### src/rtl/pwm_gen.sv
// pwm_gen: tick-driven PWM / pulse generator placed after the prescaler.
// Counts prescaler ticks to build a PWM waveform with programmable period
// and duty. It supports continuous and one-shot modes. Period/duty writes
// go to a pending register and reach the active (shadow) copy only while
// idle or on the tick that completes a period, so a write never produces
// a runt pulse.
//
// Ports:
//   clk          system clock (shared with the prescaler)
//   rst          asynchronous, active-high reset
//   tick_i       single-cycle tick enable; the counter advances only on it
//   en_i         global enable; low returns the block to IDLE at the next clk
//   mode_i       0 = continuous, 1 = one-shot; captured when a start is taken
//   start_i      level start request, honoured only in IDLE
//   load_i       capture period_i/duty_i into the pending registers
//   period_i     period in ticks
//   duty_i       high time in ticks
//   pwm_o        registered PWM output
//   period_end_o one-clk pulse after the tick that completes a period
//   busy_o       registered, high while in RUN
module pwm_gen #(
  parameter int CNT_W = 16
) (
  input  logic             clk,
  input  logic             rst,
  input  logic             tick_i,
  input  logic             en_i,
  input  logic             mode_i,
  input  logic             start_i,
  input  logic             load_i,
  input  logic [CNT_W-1:0] period_i,
  input  logic [CNT_W-1:0] duty_i,
  output logic             pwm_o,
  output logic             period_end_o,
  output logic             busy_o
);

  localparam int MAX_COUNTER_WIDTH = 32;

  generate
    if ((CNT_W < 2) || (CNT_W > MAX_COUNTER_WIDTH)) begin : g_bad_cnt_w
      $error("pwm_gen: CNT_W must be within 2..32");
    end
  endgenerate

  localparam logic [CNT_W-1:0] CNT_ZERO = {CNT_W{1'b0}};
  localparam logic [CNT_W-1:0] CNT_ONE  = {{(CNT_W-1){1'b0}}, 1'b1};

  typedef enum logic [0:0] {
    ST_IDLE = 1'b0,
    ST_RUN  = 1'b1
  } state_t;

  state_t           state_r, state_nx_s;
  logic [CNT_W-1:0] cnt_r, cnt_nx_s;
  logic [CNT_W-1:0] pend_period_r, pend_duty_r;
  logic             pend_valid_r;
  logic [CNT_W-1:0] sh_period_r, sh_duty_r;
  logic [CNT_W-1:0] sh_period_nx_s, sh_duty_nx_s;
  logic             mode_sh_r, mode_nx_s;
  logic             complete_s;
  logic             xfer_s;
  logic             pwm_nx_s;
  logic             pwm_r, period_end_r, busy_r;

  // Period boundary detection and shadow-transfer decision.
  // en_i low outranks a coinciding tick, so no completion is seen then.
  always_comb begin
    complete_s = 1'b0;
    xfer_s     = 1'b0;
    if ((state_r == ST_RUN) && en_i && tick_i && (cnt_r == (sh_period_r - CNT_ONE))) begin
      complete_s = 1'b1;
    end else begin
      complete_s = 1'b0;
    end
    if (pend_valid_r && ((state_r == ST_IDLE) || complete_s)) begin
      xfer_s = 1'b1;
    end else begin
      xfer_s = 1'b0;
    end
    // Values the shadow copies will hold after this edge; the start and
    // restart decisions use these, not the stale shadow contents.
    if (xfer_s) begin
      sh_period_nx_s = pend_period_r;
      sh_duty_nx_s   = pend_duty_r;
    end else begin
      sh_period_nx_s = sh_period_r;
      sh_duty_nx_s   = sh_duty_r;
    end
  end

  // Next-state, next-count and next-output logic for the IDLE/RUN FSM.
  always_comb begin
    state_nx_s = state_r;
    cnt_nx_s   = cnt_r;
    mode_nx_s  = mode_sh_r;
    case (state_r)
      ST_IDLE: begin
        cnt_nx_s = CNT_ZERO;
        if (en_i && start_i && (sh_period_nx_s != CNT_ZERO)) begin
          state_nx_s = ST_RUN;
          mode_nx_s  = mode_i;
        end else begin
          state_nx_s = ST_IDLE;
        end
      end
      ST_RUN: begin
        if (!en_i) begin
          state_nx_s = ST_IDLE;
          cnt_nx_s   = CNT_ZERO;
        end else if (complete_s) begin
          cnt_nx_s = CNT_ZERO;
          if (mode_sh_r || (sh_period_nx_s == CNT_ZERO)) begin
            state_nx_s = ST_IDLE;
          end else begin
            state_nx_s = ST_RUN;
          end
        end else if (tick_i) begin
          cnt_nx_s = cnt_r + CNT_ONE;
        end else begin
          cnt_nx_s = cnt_r;
        end
      end
      default: begin
        state_nx_s = ST_IDLE;
        cnt_nx_s   = CNT_ZERO;
      end
    endcase
    // Output is computed from the post-edge state so it lines up with cnt.
    pwm_nx_s = (state_nx_s == ST_RUN) && (cnt_nx_s < sh_duty_nx_s);
  end

  // FSM state, counter, captured mode and registered outputs.
  always_ff @(posedge clk or posedge rst) begin
    if (rst) begin
      state_r      <= ST_IDLE;
      cnt_r        <= CNT_ZERO;
      mode_sh_r    <= 1'b0;
      pwm_r        <= 1'b0;
      period_end_r <= 1'b0;
      busy_r       <= 1'b0;
    end else begin
      state_r      <= state_nx_s;
      cnt_r        <= cnt_nx_s;
      mode_sh_r    <= mode_nx_s;
      pwm_r        <= pwm_nx_s;
      period_end_r <= complete_s;
      busy_r       <= (state_nx_s == ST_RUN);
    end
  end

  // Pending and shadow period/duty registers. A load in the same cycle as
  // a transfer refills pending while the transfer takes the old values.
  always_ff @(posedge clk or posedge rst) begin
    if (rst) begin
      pend_period_r <= CNT_ZERO;
      pend_duty_r   <= CNT_ZERO;
      pend_valid_r  <= 1'b0;
      sh_period_r   <= CNT_ZERO;
      sh_duty_r     <= CNT_ZERO;
    end else begin
      sh_period_r <= sh_period_nx_s;
      sh_duty_r   <= sh_duty_nx_s;
      if (load_i) begin
        pend_period_r <= period_i;
        pend_duty_r   <= duty_i;
        pend_valid_r  <= 1'b1;
      end else if (xfer_s) begin
        pend_valid_r <= 1'b0;
      end else begin
        pend_valid_r <= pend_valid_r;
      end
    end
  end

  assign pwm_o        = pwm_r;
  assign period_end_o = period_end_r;
  assign busy_o       = busy_r;

endmodule

### config.mk
export PLATFORM = sky130hd
export DESIGN_NAME = pwm_gen
export DESIGN_NICKNAME = d
export VERILOG_FILES = /design/src/rtl/pwm_gen.sv
export SDC_FILE = /design/constraint.sdc
export NUM_CORES = 1
export LEC_CHECK = 0
export CAP_MARGIN = 40
export CORE_MARGIN = 2
export CORE_UTILIZATION = 35
export CTS_BUF_LIST = sky130_fd_sc_hd__clkbuf_16
export DETAILED_ROUTE_END_ITERATION = 12
export PLACE_DENSITY = 0.56
export RECOVER_POWER = 100
export SYNTH_ARGS = -nofsm -noshare
export SYNTH_HDL_FRONTEND = slang
export SYNTH_SLANG_ARGS = --single-unit
### constraint.sdc
create_clock -name clk -period 6 [get_ports clk]
set_input_delay 1.2 -clock clk [delete_from_list [all_inputs] [get_ports clk]]
set_output_delay 1.2 -clock clk [all_outputs]
set_load 0.02 [all_outputs]
==> run_results.csv <==
group,metric,value,unit
status,status,"finished, violations left",
status,violations,"max-capacitance violations, max-slew violations",
global_route,overflow_after_grt,0,
cts,clockRootBuffer,"sky130_fd_sc_hd__clkbuf_16",
timing,rsz0062_at_grt,"no",
timing,maxSlewViolCount,34,
place,place.port_buffers,41,
synth,synth_enable_flop_cells,0,
timing,period_share,84.5,%
setup_path,critPathArrivalTime,5320,ps
setup_path,crit_path_end,"pwm_o",
min_path,worstHoldPathCells,2,
cts,ctsLongestPathBuffers,2,
drt,post-route-drc-count,0,
synth,syn-instance-count,373,
synth,postSynthAreaPerCell,11.6,µm²
layout,filler_cell_count,1171,
power,share_clk_of_total_power,32.0,%
synth,synth_cell_types,52,
place,gp_congestion,0.825,
synth,synth-async-reset-ratio,100,%
setup_path,ff2ff_setup_slack,1000,ps
timing,final-setup-viol-count,0,
drt,route.vias.total,2901,
die,floorplan.initialDensity,35.9,%
timing,maxSlewHeadroom,-31.9,%
drt,vias_per_cell,4.92,
synth,synth_area,4340,µm²
cts,ctsResizeCount,0,
synth,synthesis.nets,429,
die,row_count,40,
setup_path,worstSetupEndpointType,"flop",
setup_path,timing.critical_path.from,"tick_i",
power,power_frac_seq,43.8,%
layout,post_route_cells_drive_above_1_share,17.1,%
synth,synthesis.yosys.warnings,0,
synth,ys_ff_latch,85,
power,p_leak,2.33,nW
power,powerDensity,351,nW/µm²
timing,finalSetupTns,0,ps
synth,synth_top_flop_cell,"sky130_fd_sc_hd__dfrtp_1",
power,power.total,1.83,mW
setup_path,reg2reg_from,"sh_period_r[0]",
drt,antenna_violation_net_count_after_detailed_routing,0,
global_route,global_route.usage.total,15.0,%
timing,finalHoldViolations,0,
cts,worst_setup_hold_path_clk_slew,60,ps
global_route,first_global_vias,3045,
synth,synth_seq_area_share,49.1,%
drt,drt_pre_antenna_iters,4,
place,dpl.hpwl,6820,µm
die,die_width,115,µm
drt,drt_iter0_drc,128,
setup_path,cp_data_required_time,6250,ps
power,switching_share,30.0,%
timing,fin_worst_skew,8.04,ps
min_path,hp-class,"flop to flop",
cts,cts_max_level,3,
setup_path,kind_of_critical_path,"primary input to flop",
cts,cts.sinks,85,
power,vdd.ir_drop.worst,0.125,mV
global_route,pin_count_of_the_biggest_net_entering_global_routing,43,
cts,ctsHoldBuffers,0,
run,maxCapViolations,1,
setup_path,critical_path.max_fanout,10,
drt,routed_wirelength,8940,µm
power,internal_power,1.28,mW
power,power.combinational.fraction,24.2,%
min_path,min_from,"sh_duty_r[7]",
drt,routed_wire_length_per_instance,15.2,µm
setup_path,setup.worst_path.start_class,"primary input",
die,design.die.area,13300,µm²
layout,layout-area-overhead-vs-synth,20.5,%
power,p_sw,0.549,mW
global_route,grt_first_pass_wirelength,15300,µm
layout,num_antenna_cells,0,
setup_path,worstRegToRegCells,18,
timing,actual_transition_at_the_worst_max_transition_pin,1980,ps
global_route,grt_antenna_before_repair,0,
layout,final_net_count,473,
die,die_height,115,µm
cts,cts-buffers-inserted,9,
die,core_area,12100,µm²
setup_path,critical_path.reg2reg.endpoint,"pwm_o",
die,ioPinCount,42,
cts,tritoncts,"built",
cts,cts_setup_buffers,0,
timing,final_period_minus_worst_setup_slack,5070,ps
cts,clock_insertion_delay_at_the_later_pin_of_the_skew_report,330,ps
timing,achievable-frequency,0.197,GHz
## cell families after synthesis
family                   share of synthesized area [%]
AND/OR/NAND/NOR                                   12.4
adder cells (fa/ha/maj)                           4.91
flip-flops                                        49.1
multiplexers                                      17.0
XOR/XNOR                                          6.46
AO/OA/AOI/OAI                                     6.64
buffers and inverters                             3.55
## metrics by stage
step / util [%] / cells / hold slack, ps / instance area (µm²) / setup slack (ps)
2_1_floorplan: - / 373 / 457 / 4340 / 1530
3_3_place_gp: 40.8 / 573 / 477 / 4920 / 879
6_report: 43.3 / 590 / 486 / 5220 / 929
5_1_grt: 43.3 / 590 / 521 / 5220 / 503
3_5_place_dp: 41.0 / 574 / 480 / 4940 / 692
4_1_cts: 43.6 / 590 / 494 / 5260 / 1050
## critical path, stage by stage
cell	delay, ps
sky130_fd_sc_hd__dlygate4sd3_1	670
sky130_fd_sc_hd__nand4_1	130
sky130_fd_sc_hd__a2111oi_0	370
sky130_fd_sc_hd__and4_1	310
sky130_fd_sc_hd__a41o_2	250
sky130_fd_sc_hd__nand2_1	320
sky130_fd_sc_hd__clkbuf_1	370
sky130_fd_sc_hd__mux2i_1	200
sky130_fd_sc_hd__ha_1	220
sky130_fd_sc_hd__a21o_1	150
sky130_fd_sc_hd__a21o_1	170
sky130_fd_sc_hd__a21oi_1	170
sky130_fd_sc_hd__a2bb2oi_1	160
sky130_fd_sc_hd__and3b_1	210
sky130_fd_sc_hd__o311ai_0	130
sky130_fd_sc_hd__a21o_1	160
sky130_fd_sc_hd__a21boi_0	150
## state kept, by name (all words and copies together), names as in the netlist
signal	flops
pend_duty_r	16
busy_o	1
pend_period_r	16
mode_sh_r	1
pend_valid_r	1
pwm_o	1
sh_period_r	16
cnt_r	16
period_end_o	1
sh_duty_r	16
## synthesized netlist by cell type (all sizes together) (4+ instances only)
cell type / instances / share of area, %
dfrtp: 85 / 49
mux2: 52 / 14
nor2: 30 / 2.6
inv: 24 / 2.1
xor2: 20 / 4.0
ha: 17 / 4.9
mux2i: 15 / 3.5
nand2: 13 / 1.1
xnor2: 12 / 2.4
nand4: 8 / 1.2
nor4: 8 / 1.3
a21oi: 7 / 0.81
clkbuf: 7 / 0.61
a21o: 6 / 1.0
buf: 6 / 0.87
nand3: 6 / 0.69
nor2b: 6 / 0.87
o21ai: 6 / 0.69
and3: 5 / 0.72
nor3: 4 / 0.46
## area by class of cell
class	instances	area, µm²	area share (%)
Timing Repair Buffer	46	445	8.53
Inverter	24	91.3	1.75
Clock inverter	7	90.1	1.72
Multi-Input combinational cell	251	2030	38.9
Sequential cell	85	2130	40.7
Clock buffer	9	225	4.31
Tap cell	168	210	4.02
## power groups by stage
| stage | Sequential (mW) | Clock [mW] | Combinational, mW |
|---|---|---|---|
| floorplan | 0.768 | 0 | 0.366 |
| global placement | 0.815 | 0 | 0.439 |
| CTS | 0.806 | 0.601 | 0.456 |
| global route | 0.824 | 0.629 | 0.499 |
| detailed placement | 0.816 | 0 | 0.454 |
| finish | 0.803 | 0.586 | 0.442 |
## worst min path at each step
stage,end,slack (ps)
after detailed placement,sh_duty_r[5],480
after CTS,sh_duty_r[7],490
after global placement,mode_sh_r,480
after global routing,sh_duty_r[8],520
after floorplan,sh_duty_r[11],460
final,sh_duty_r[7],490
## cell usage in the layout, fill, tap and decap left out, drive strengths merged, types with 2 or more instances in the layout
cell	synthesis	routed
nor2b	6	6
a31oi	2	2
nor3	4	4
xor2	20	20
nand4	8	8
a21o	6	6
inv	24	23
and3	5	5
and3b	2	2
nand3	6	6
a21oi	7	7
nor2	30	30
clkdlybuf4s50	0	35
nand2	13	13
ha	17	17
clkbuf	7	13
nor4b	2	2
o21ai	6	6
dfrtp	85	85
clkinv	0	5
dlygate4sd3	0	6
or4	3	3
nor4	8	8
o311ai	2	2
bufinv	0	2
mux2	52	52
or3	3	3
xnor2	12	12
and4	3	3
mux2i	15	15
## routing by layer
| layer | share of wire (%) | up-vias | global-route usage, % |
|---|---|---|---|
| li1 | - | 1425 | - |
| met1 | 50 | 1432 | 20.8 |
| met2 | 46 | 37 | 23.6 |
| met3 | 2.8 | 7 | 3.22 |
| met4 | 0.78 | 0 | 4.50 |
| met5 | 0 | - | 0 |
No activity file was read; power rests on OpenSTA's default activity.
